==> src/rtl/gcd_pkg.sv <==
// Shared types and constants for the GCD engine family: FSM state encoding,
// algorithm selectors and the sizing rule for the Stein shift counter.
package gcd_pkg;

    typedef enum logic [1:0] {
        ST_IDLE = 2'd0,
        ST_CALC = 2'd1,
        ST_DONE = 2'd2
    } gcd_state_e;

    localparam int GCD_SUB   = 0;
    localparam int GCD_STEIN = 1;

    // k counts common factors of two; WIDTH-1 halvings at most, plus headroom.
    function automatic int gcd_k_width(input int width);
        return $clog2(width) + 1;
    endfunction

endpackage

==> src/rtl/gcd_engine_if.sv <==
// Operand/result valid-ready handshake bundle between a producer/consumer
// (master) and the GCD engine (slave).
interface gcd_engine_if #(
    parameter int WIDTH = 16
) ();
    logic             in_valid;
    logic             in_ready;
    logic [WIDTH-1:0] in_a;
    logic [WIDTH-1:0] in_b;
    logic             out_valid;
    logic             out_ready;
    logic [WIDTH-1:0] out_gcd;
    logic [WIDTH-1:0] out_iters;
    logic             out_zero;

    modport slave (
        input  in_valid, in_a, in_b, out_ready,
        output in_ready, out_valid, out_gcd, out_iters, out_zero
    );

    modport master (
        output in_valid, in_a, in_b, out_ready,
        input  in_ready, out_valid, out_gcd, out_iters, out_zero
    );
endinterface

==> src/rtl/gcd_step.sv <==
// One combinational GCD reduction step; the algorithm is fixed at elaboration.
// The caller ignores the next-state outputs whenever eq_o is set.
module gcd_step
    import gcd_pkg::*;
#(
    parameter int WIDTH = 16,
    parameter int ALGO  = GCD_SUB,
    parameter int KW    = 5
) (
    input  logic [WIDTH-1:0] a_i,
    input  logic [WIDTH-1:0] b_i,
    input  logic [KW-1:0]    k_i,
    output logic [WIDTH-1:0] a_o,
    output logic [WIDTH-1:0] b_o,
    output logic [KW-1:0]    k_o,
    output logic             eq_o
);

    assign eq_o = (a_i == b_i);

    generate
        if (ALGO == GCD_STEIN) begin : g_stein
            always_comb begin
                a_o = a_i;
                b_o = b_i;
                k_o = k_i;
                if (!a_i[0] && !b_i[0]) begin
                    a_o = a_i >> 1;
                    b_o = b_i >> 1;
                    k_o = k_i + 1'b1;
                end else if (!a_i[0]) begin
                    a_o = a_i >> 1;
                end else if (!b_i[0]) begin
                    b_o = b_i >> 1;
                end else if (a_i > b_i) begin
                    a_o = a_i - b_i;
                end else begin
                    b_o = b_i - a_i;
                end
            end
        end else begin : g_sub
            always_comb begin
                a_o = a_i;
                b_o = b_i;
                k_o = k_i;
                if (a_i > b_i) begin
                    a_o = a_i - b_i;
                end else begin
                    b_o = b_i - a_i;
                end
            end
        end
    endgenerate

endmodule

==> src/rtl/gcd_engine.sv <==
// GCD accelerator: accepts an operand pair, iterates one gcd_step per cycle,
// then holds the result until the consumer takes it.
module gcd_engine
    import gcd_pkg::*;
#(
    parameter int WIDTH = 16,
    parameter int ALGO  = GCD_SUB
) (
    input  logic        clk,
    input  logic        rst,
    gcd_engine_if.slave bus
);

    localparam int KW = gcd_k_width(WIDTH);

    localparam logic [1:0] S_IDLE = ST_IDLE;
    localparam logic [1:0] S_CALC = ST_CALC;
    localparam logic [1:0] S_DONE = ST_DONE;

    logic [1:0]       state_q, state_d;
    logic [WIDTH-1:0] a_q, a_d, b_q, b_d;
    logic [KW-1:0]    k_q, k_d;
    logic [WIDTH-1:0] iters_q, iters_d;
    logic [WIDTH-1:0] gcd_q, gcd_d;
    logic             zero_q, zero_d;

    logic [WIDTH-1:0] a_nx, b_nx;
    logic [KW-1:0]    k_nx;
    logic             eq;

    gcd_step #(
        .WIDTH (WIDTH),
        .ALGO  (ALGO),
        .KW    (KW)
    ) u_step (
        .a_i  (a_q),
        .b_i  (b_q),
        .k_i  (k_q),
        .a_o  (a_nx),
        .b_o  (b_nx),
        .k_o  (k_nx),
        .eq_o (eq)
    );

    always_comb begin
        state_d = state_q;
        a_d     = a_q;
        b_d     = b_q;
        k_d     = k_q;
        iters_d = iters_q;
        gcd_d   = gcd_q;
        zero_d  = zero_q;
        case (state_q)
            S_IDLE: begin
                if (bus.in_valid) begin
                    a_d     = bus.in_a;
                    b_d     = bus.in_b;
                    k_d     = '0;
                    iters_d = '0;
                    // A zero operand short-circuits: gcd(x,0) = x, gcd(0,0) = 0.
                    if (bus.in_a == '0 || bus.in_b == '0) begin
                        gcd_d   = bus.in_a | bus.in_b;
                        zero_d  = 1'b1;
                        state_d = S_DONE;
                    end else begin
                        zero_d  = 1'b0;
                        state_d = S_CALC;
                    end
                end
            end
            S_CALC: begin
                if (eq) begin
                    gcd_d   = a_q << k_q;
                    state_d = S_DONE;
                end else begin
                    a_d = a_nx;
                    b_d = b_nx;
                    k_d = k_nx;
                    if (iters_q != '1) begin
                        iters_d = iters_q + 1'b1;
                    end
                end
            end
            S_DONE: begin
                if (bus.out_ready) begin
                    state_d = S_IDLE;
                end
            end
            default: state_d = S_IDLE;
        endcase
    end

    always_ff @(posedge clk or posedge rst) begin
        if (rst) begin
            state_q <= S_IDLE;
            a_q     <= '0;
            b_q     <= '0;
            k_q     <= '0;
            iters_q <= '0;
            gcd_q   <= '0;
            zero_q  <= 1'b0;
        end else begin
            state_q <= state_d;
            a_q     <= a_d;
            b_q     <= b_d;
            k_q     <= k_d;
            iters_q <= iters_d;
            gcd_q   <= gcd_d;
            zero_q  <= zero_d;
        end
    end

    // Handshake outputs come straight from the state register only.
    assign bus.in_ready  = (state_q == S_IDLE);
    assign bus.out_valid = (state_q == S_DONE);
    assign bus.out_gcd   = gcd_q;
    assign bus.out_iters = iters_q;
    assign bus.out_zero  = zero_q;

endmodule

==> src/flat_wrapper.sv <==
// flat-port wrapper written by rule: the top's interface ports become plain ports
module gcd_engine_flat import gcd_pkg::*;
#(
    parameter int WIDTH = 16,
    parameter int ALGO  = GCD_SUB
)
  (clk, rst, bus_in_valid, bus_in_a, bus_in_b, bus_out_ready, bus_in_ready, bus_out_valid, bus_out_gcd, bus_out_iters, bus_out_zero);
  gcd_engine_if #(.WIDTH(WIDTH)) bus_i ();
  input  logic clk;
  input  logic rst;
  input wire logic [$bits(bus_i.in_valid)-1:0] bus_in_valid;
  input wire logic [$bits(bus_i.in_a)-1:0] bus_in_a;
  input wire logic [$bits(bus_i.in_b)-1:0] bus_in_b;
  input wire logic [$bits(bus_i.out_ready)-1:0] bus_out_ready;
  output wire logic [$bits(bus_i.in_ready)-1:0] bus_in_ready;
  output wire logic [$bits(bus_i.out_valid)-1:0] bus_out_valid;
  output wire logic [$bits(bus_i.out_gcd)-1:0] bus_out_gcd;
  output wire logic [$bits(bus_i.out_iters)-1:0] bus_out_iters;
  output wire logic [$bits(bus_i.out_zero)-1:0] bus_out_zero;
  assign bus_i.in_valid = bus_in_valid;
  assign bus_i.in_a = bus_in_a;
  assign bus_i.in_b = bus_in_b;
  assign bus_i.out_ready = bus_out_ready;
  assign bus_in_ready = bus_i.in_ready;
  assign bus_out_valid = bus_i.out_valid;
  assign bus_out_gcd = bus_i.out_gcd;
  assign bus_out_iters = bus_i.out_iters;
  assign bus_out_zero = bus_i.out_zero;
  gcd_engine #(.WIDTH(WIDTH), .ALGO(ALGO)) u_core (.clk(clk), .rst(rst), .bus(bus_i));
endmodule
==> config.mk <==
export PLATFORM = sky130hd
export DESIGN_NAME = gcd_engine_flat
export DESIGN_NICKNAME = d
export VERILOG_FILES = /design/src/rtl/gcd_pkg.sv /design/src/rtl/gcd_engine_if.sv /design/src/rtl/gcd_step.sv /design/src/rtl/gcd_engine.sv /design/src/flat_wrapper.sv
export SDC_FILE = /design/constraint.sdc
export NUM_CORES = 1
export LEC_CHECK = 0
export CELL_PAD_IN_SITES_DETAIL_PLACEMENT = 0
export CELL_PAD_IN_SITES_GLOBAL_PLACEMENT = 1
export CORE_UTILIZATION = 40
export DETAILED_ROUTE_END_ITERATION = 10
export PLACE_DENSITY_LB_ADDON = 0.1
export SLEW_MARGIN = 20
export SYNTH_ARGS = -nofsm -noshare
export SYNTH_HDL_FRONTEND = slang
export SYNTH_SLANG_ARGS = --single-unit
==> constraint.sdc <==
create_clock -name clk -period 3.4 [get_ports clk]
set_input_delay 0.68 -clock clk [delete_from_list [all_inputs] [get_ports clk]]
set_output_delay 0.68 -clock clk [all_outputs]
set_load 0.03 [all_outputs]
==> results.json, run 1 <==
{
  "timing.critical_path.fanout_max": 17,
  "drive_above_1_share_pct": 6.525,
  "timing.final.hold_violations": 0,
  "drc": 4,
  "viasPerCell": 5.554,
  "finished_layout_cell_area_um2": 5948,
  "xor_xnor_fraction_of_synth_area_pct": 5.216,
  "timing.setup.tns_ns": 0,
  "post-synth-top-area-cell": "dfrtp_1",
  "route.final.wire_length_mm": 13.84,
  "timing.reg2reg.setup_slack_ns": 0.60,
  "first_global_vias": 4332,
  "synth_compound_area_share_pct": 22.38,
  "cts_max_path_buffers": 2,
  "achievable-frequency_mhz": 356.8,
  "die_y_um": 112.3,
  "post_cts_resize_count": 0,
  "max-cap-violations": 0,
  "crit_required_ns": 3.62,
  "worst_pin_slew_ns": 0.7213,
  "worst_slew_margin_rel_pct": 51.84,
  "clock_pin_transition_on_the_worst_setup_and_hold_timing_paths_ns": 0.06,
  "detailed_place.area_um2": 5668,
  "combinational_family_with_the_most_area_after_synthesis": "compound AO/OA/AOI/OAI gates",
  "run_status": "finished with violations",
  "synth_edf_count": 0,
  "grt_start_max_net_pins": 61,
  "grt_setup_unrepaired": "false",
  "mappedNetlistArea_um2": 4870,
  "cts_setup_buffers": 0,
  "seq_area_frac_synth_pct": 34.43,
  "finalWorstPathRequiredPeriod_ns": 2.802,
  "synth-warning-count": 0,
  "slowest_stage": "fa_1",
  "wl_per_cell_um": 17.25,
  "grt-ovfl-total": 0,
  "antenna_left": 0,
  "nets": 724,
  "final_clock_skew_ns": 0.003451,
  "initial_utilization_pct": 41.76,
  "drt_iter0_drc": 303,
  "synth_flop_cell": "dfrtp_1",
  "antenna_violations_before_repair": 0,
  "area.growth.synth_to_final_pct": 22.15,
  "worst_path_dominant_cell_family": "compound AO/OA/AOI/OAI gates",
  "timing.final.setup_violations": 0,
  "tritoncts": "done",
  "io-pin-count": 71,
  "place.gp.congestion": 0.8580,
  "dpl.hpwl_mm": 10.26,
  "synth.area.top_cells": "dfrtp_1 34%, ha_1 8.2%, o21ai_0 6.4%",
  "die_x_um": 112.3,
  "critical_path.cell_chain": "inv_1, ha_1, fa_1, nor2b_4, o31a_1, o31ai_4, a31o_2, o21ai_2, buf_4, mux2i_1, o21ai_0",
  "synth-simple-area-share_pct": 21.09,
  "cp-start-kind": "flip-flop",
  "cts.hold.buffers_added": 0,
  "clock_sinks": 67,
  "worst_skew_pair.late_latency_ns": 0.34,
  "htreeDepth": 3,
  "core.rowCount": 39,
  "synthCells": 599,
  "synthesis.nets": 669,
  "vias": 4454,
  "criticalPathCategory": "reg -> reg",
  "failed_checks": "design-rule violations",
  "die_outline_area_um2": 12620,
  "firstDrtPassIters": 8,
  "worst_hold_path_type": "reg -> reg",
  "mux_cell_area_share_after_synthesis_pct": 0.8736,
  "grt_pass1_wl_mm": 22.87,
  "antennaDiodeCount": 0,
  "root_buffer": "clkbuf_16",
  "synth_async_sr_flop_share_pct": 100.0,
  "slew_violations": 0,
  "synth.avg_cell_area_um2": 8.130,
  "synth_top_cell_area_share_pct": 34.43,
  "cp_num_buf_inv": 2,
  "min_period_over_period_pct": 82.43,
  "cp_data_arrival_time_ns": 3.03,
  "tritoncts.num_buffers": 9,
  "arithmetic_cell_share_of_the_synthesized_area_counting_full_adders_half_adders_and_majority_gates_pct": 9.044,
  "placement.io_buffers": 70,
  "grt_usage_pct": 23.32,
  "fp.coreArea_um2": 11660,
  "yosys_register_bits": 67,
  "synth_cell_types": 56,
  "critical_path_capture_point_type": "flip-flop",
  "slowest_delay_ns": 0.45
}
[cell usage after synthesis (7+ instances only)]
master    number
o21ai_0       62
nor2_1        51
nand3_1       15
nand4_1       12
a31oi_1       19
xnor2_1        8
o21a_1        13
nor3_1         8
dfrtp_1       67
nor4_1         9
a21oi_1       28
nand2_1       75
buf_2         15
and3_1         7
or3_1         17
ha_1          32
inv_1         42
o211ai_1       7
xor2_1        21
clkbuf_1      16
[path summary, 6_finish.rpt]
| path | start | endpoint | depth (start not counted) |
|---|---|---|---|
| max | u_core.a_q[0] | u_core.a_q[15] | 11 |
| min | u_core.bus.out_gcd[0] | u_core.bus.out_gcd[0] | 2 |
| max reg2reg | u_core.a_q[0] | u_core.a_q[15] | 11 |
| min reg2reg | u_core.bus.out_gcd[0] | u_core.bus.out_gcd[0] | 2 |
| max in group asynchronous | rst | u_core.b_q[0] | 3 |
| min in group asynchronous | rst | u_core.bus.out_gcd[5] | 2 |
[stage by stage]
stage | cells | utilization [%] | setup WS (ns) | hold slack [ns]
after floorplan | 599 | - | 1.037 | 0.4875
after global placement | 786 | 48.60 | 0.4393 | 0.4619
after detailed placement | 786 | 48.60 | 0.4325 | 0.4694
after CTS | 802 | 51.00 | 0.5828 | 0.4827
after global routing | 802 | 51.00 | 0.4482 | 0.5042
final | 802 | 51.00 | 0.5975 | 0.4757
[layout make-up]
cell class | count | area (µm²)
multi-input cells | 453 | 2859
flip-flops and latches | 67 | 1677
clock buffers | 11 | 252.7
well taps | 143 | 178.9
clock inverters | 5 | 27.53
repair buffers | 81 | 795.8
inverters | 42 | 157.7
fillers | 1161 | 5714
[logic make-up after synthesis]
logic type / after synthesis
mux: 4
compound gates: 170
flops: 67
fa+ha+maj: 34
xor+xnor: 29
simple gates: 216
buf+inv: 79
[layer usage]
metal,vias up,wire length (µm),global-route usage (%)
met5,-,0,0
met4,0,213,7.378
met3,16,571,4.158
met2,104,6354,37.43
met1,2127,6697,31.93
li1,2207,-,-
[registers in the layout (all words and copies together), names as in the netlist]
name	count
u_core.state_q	2
u_core.a_q	16
u_core.b_q	16
u_core.bus.out_iters	16
u_core.bus.out_gcd	16
u_core.bus.out_zero	1
[worst min-delay path, cell delays in order, from the launching register on]
cell and delay (ns):
dfrtp_1 0.34, nand2_1 0.04, o21ai_0 0.06
[cells in the final DEF, fill, tap and decap left out, types with 8 or more instances in the layout]
| master | instances |
|---|---|
| nand2_1 | 75 |
| nor2_1 | 51 |
| nand4_1 | 12 |
| a21oi_1 | 28 |
| buf_4 | 10 |
| nor3_1 | 8 |
| xnor2_1 | 8 |
| clkdlybuf4s50_1 | 70 |
| nand3_1 | 15 |
| o21a_1 | 13 |
| inv_1 | 41 |
| o21ai_0 | 62 |
| xor2_1 | 21 |
| or3_1 | 17 |
| dfrtp_1 | 67 |
| nor4_1 | 9 |
| a31oi_1 | 19 |
| ha_1 | 32 |
| clkbuf_16 | 9 |
Power of run 1 is not shown: default switching activity piles up to over one toggle a cycle in this logic, so the estimate is an artifact.
==> run 2: changes to the inputs <==
==> constraint.sdc (replaced) <==
create_clock -name clk -period 2.7 [get_ports clk]
set_input_delay 0.54 -clock clk [delete_from_list [all_inputs] [get_ports clk]]
set_output_delay 0.54 -clock clk [all_outputs]
set_load 0.03 [all_outputs]
==> results.json, run 2 (same netlist as run 1, synthesis figures left out) <==
{
  "failed_checks": "design-rule violations",
  "timing.final.setup_violations": 0,
  "cts_max_path_buffers": 2,
  "initial_utilization_pct": 41.76,
  "finalWorstPathRequiredPeriod_ns": 2.566,
  "worst_skew_pair.late_latency_ns": 0.35,
  "grt_start_max_net_pins": 68,
  "worst_pin_slew_ns": 0.6552,
  "timing.final.hold_violations": 0,
  "finished_layout_cell_area_um2": 6232,
  "vias": 4581,
  "grt_usage_pct": 24.06,
  "die_outline_area_um2": 12620,
  "drive_above_1_share_pct": 9.927,
  "area.growth.synth_to_final_pct": 27.98,
  "die_y_um": 112.3,
  "min_period_over_period_pct": 95.03,
  "timing.setup.tns_ns": 0,
  "grt-ovfl-total": 0,
  "final_clock_skew_ns": 0.007431,
  "die_x_um": 112.3,
  "antennaDiodeCount": 0,
  "crit_required_ns": 2.92,
  "cp_data_arrival_time_ns": 2.78,
  "drc": 4,
  "cts.hold.buffers_added": 0,
  "tritoncts.num_buffers": 9,
  "hold_ws_ns": 0.4715,
  "htreeDepth": 3,
  "placement.io_buffers": 70,
  "cp-start-kind": "primary input",
  "clock_sinks": 67,
  "first_global_vias": 4460,
  "criticalPathCategory": "in -> reg",
  "layout.cells.most_common_list": "75 x nand2_1, 70 x clkdlybuf4s50_1, 67 x dfrtp_1",
  "max-cap-violations": 0,
  "timing.critical_path.fanout_max": 14,
  "clock_pin_transition_on_the_worst_setup_and_hold_timing_paths_ns": 0.06,
  "fp.coreArea_um2": 11660,
  "root_buffer": "clkbuf_16",
  "detailed_place.area_um2": 5848,
  "tritoncts": "done",
  "slew_violations": 0,
  "route.final.wire_length_mm": 14.21,
  "core.rowCount": 39,
  "run_status": "finished with violations",
  "io-pin-count": 71,
  "nets": 750,
  "drt_iter0_drc": 338,
  "grt_pass1_wl_mm": 23.56,
  "wl_per_cell_um": 17.16,
  "final_common_cell": "nand2_1",
  "firstDrtPassIters": 8,
  "achievable-frequency_mhz": 389.8,
  "grt_setup_unrepaired": "false",
  "viasPerCell": 5.533,
  "antenna_left": 0,
  "worst_slew_margin_rel_pct": 55.91,
  "dpl.hpwl_mm": 10.56,
  "critical_path_capture_point_type": "flip-flop",
  "place.gp.congestion": 0.9040,
  "worst_hold_path_type": "reg -> reg",
  "antenna_violations_before_repair": 0
}
run 2: changes by cell type in the layout (fill, tap and decap cells not counted):
| cell | previous run | this run |
|---|---|---|
| buf_4 | 10 | 33 |
| buf_6 | 0 | 3 |
| bufinv_16 | 0 | 3 |
| clkinv_2 | 4 | 2 |
| a21oi_2 | 1 | 0 |
| a21oi_4 | 0 | 1 |
| clkbuf_1 | 0 | 1 |
| clkbuf_8 | 2 | 1 |
| clkinvlp_4 | 1 | 0 |
| o21ai_2 | 2 | 1 |
| o21ai_4 | 0 | 1 |
run 2: path summary, 6_finish.rpt:
path	startpoint	end	slack, ns	cells past startpoint
setup / recovery	bus_in_a[14]	u_core.bus.out_gcd[2]	0.13	9
hold / removal	u_core.bus.out_gcd[13]	u_core.bus.out_gcd[13]	0.47	2
setup reg to reg	u_core.a_q[0]	u_core.a_q[10]	0.16	10
hold reg to reg	u_core.bus.out_gcd[13]	u_core.bus.out_gcd[13]	0.47	2
max in group asynchronous	rst	u_core.bus.out_gcd[13]	1.81	3
min in group asynchronous	rst	u_core.bus.out_gcd[4]	0.59	3
run 2: routing by layer:
| metal | up-vias | part of all wire, % | global-route usage, % | wire length [µm] |
|---|---|---|---|---|
| li1 | 2258 | - | - | - |
| met1 | 2212 | 49 | 34.02 | 7007 |
| met2 | 97 | 45 | 37.10 | 6425 |
| met3 | 14 | 4.0 | 5.022 | 575 |
| met4 | 0 | 1.4 | 6.933 | 201 |
| met5 | - | 0 | 0 | 0 |
run 2: stage by stage:
step | cells | utilization (%) | worst slack (ns)
2_1_floorplan | 599 | - | 0.3395
3_3_place_gp | 810 | 50.14 | -0.1199
3_5_place_dp | 810 | 50.14 | -0.2002
4_1_cts | 826 | 53.08 | 0.09237
5_1_grt | 828 | 53.44 | 0.005472
6_report | 828 | 53.44 | 0.1343
run 2: area by class of cell:
type | count | area, µm²
Fill cell | 1125 | 5430
Timing Repair Buffer | 107 | 1002
Clock buffer | 11 | 242.7
Clock inverter | 5 | 100.1
Multi-Input combinational cell | 453 | 2874
Tap cell | 143 | 178.9
Inverter | 42 | 157.7
Sequential cell | 67 | 1677
run 2: repair_timing:
action / 4_1_cts / 5_1_grt
buffers inserted: 0 / 2
gates resized for setup: 0 / 5
setup endpoints to repair: 0 / 29
run 2: critical path, stage by stage:
cell and delay, ns:
clkdlybuf4s50_1 0.53, nor4_1 0.65, nand4_1 0.23, nand3_1 0.16
o21ai_0 0.08, or2_1 0.24, buf_4 0.20, nand2_1 0.07
o21ai_0 0.08
Power of run 2 is left out for the same reason.
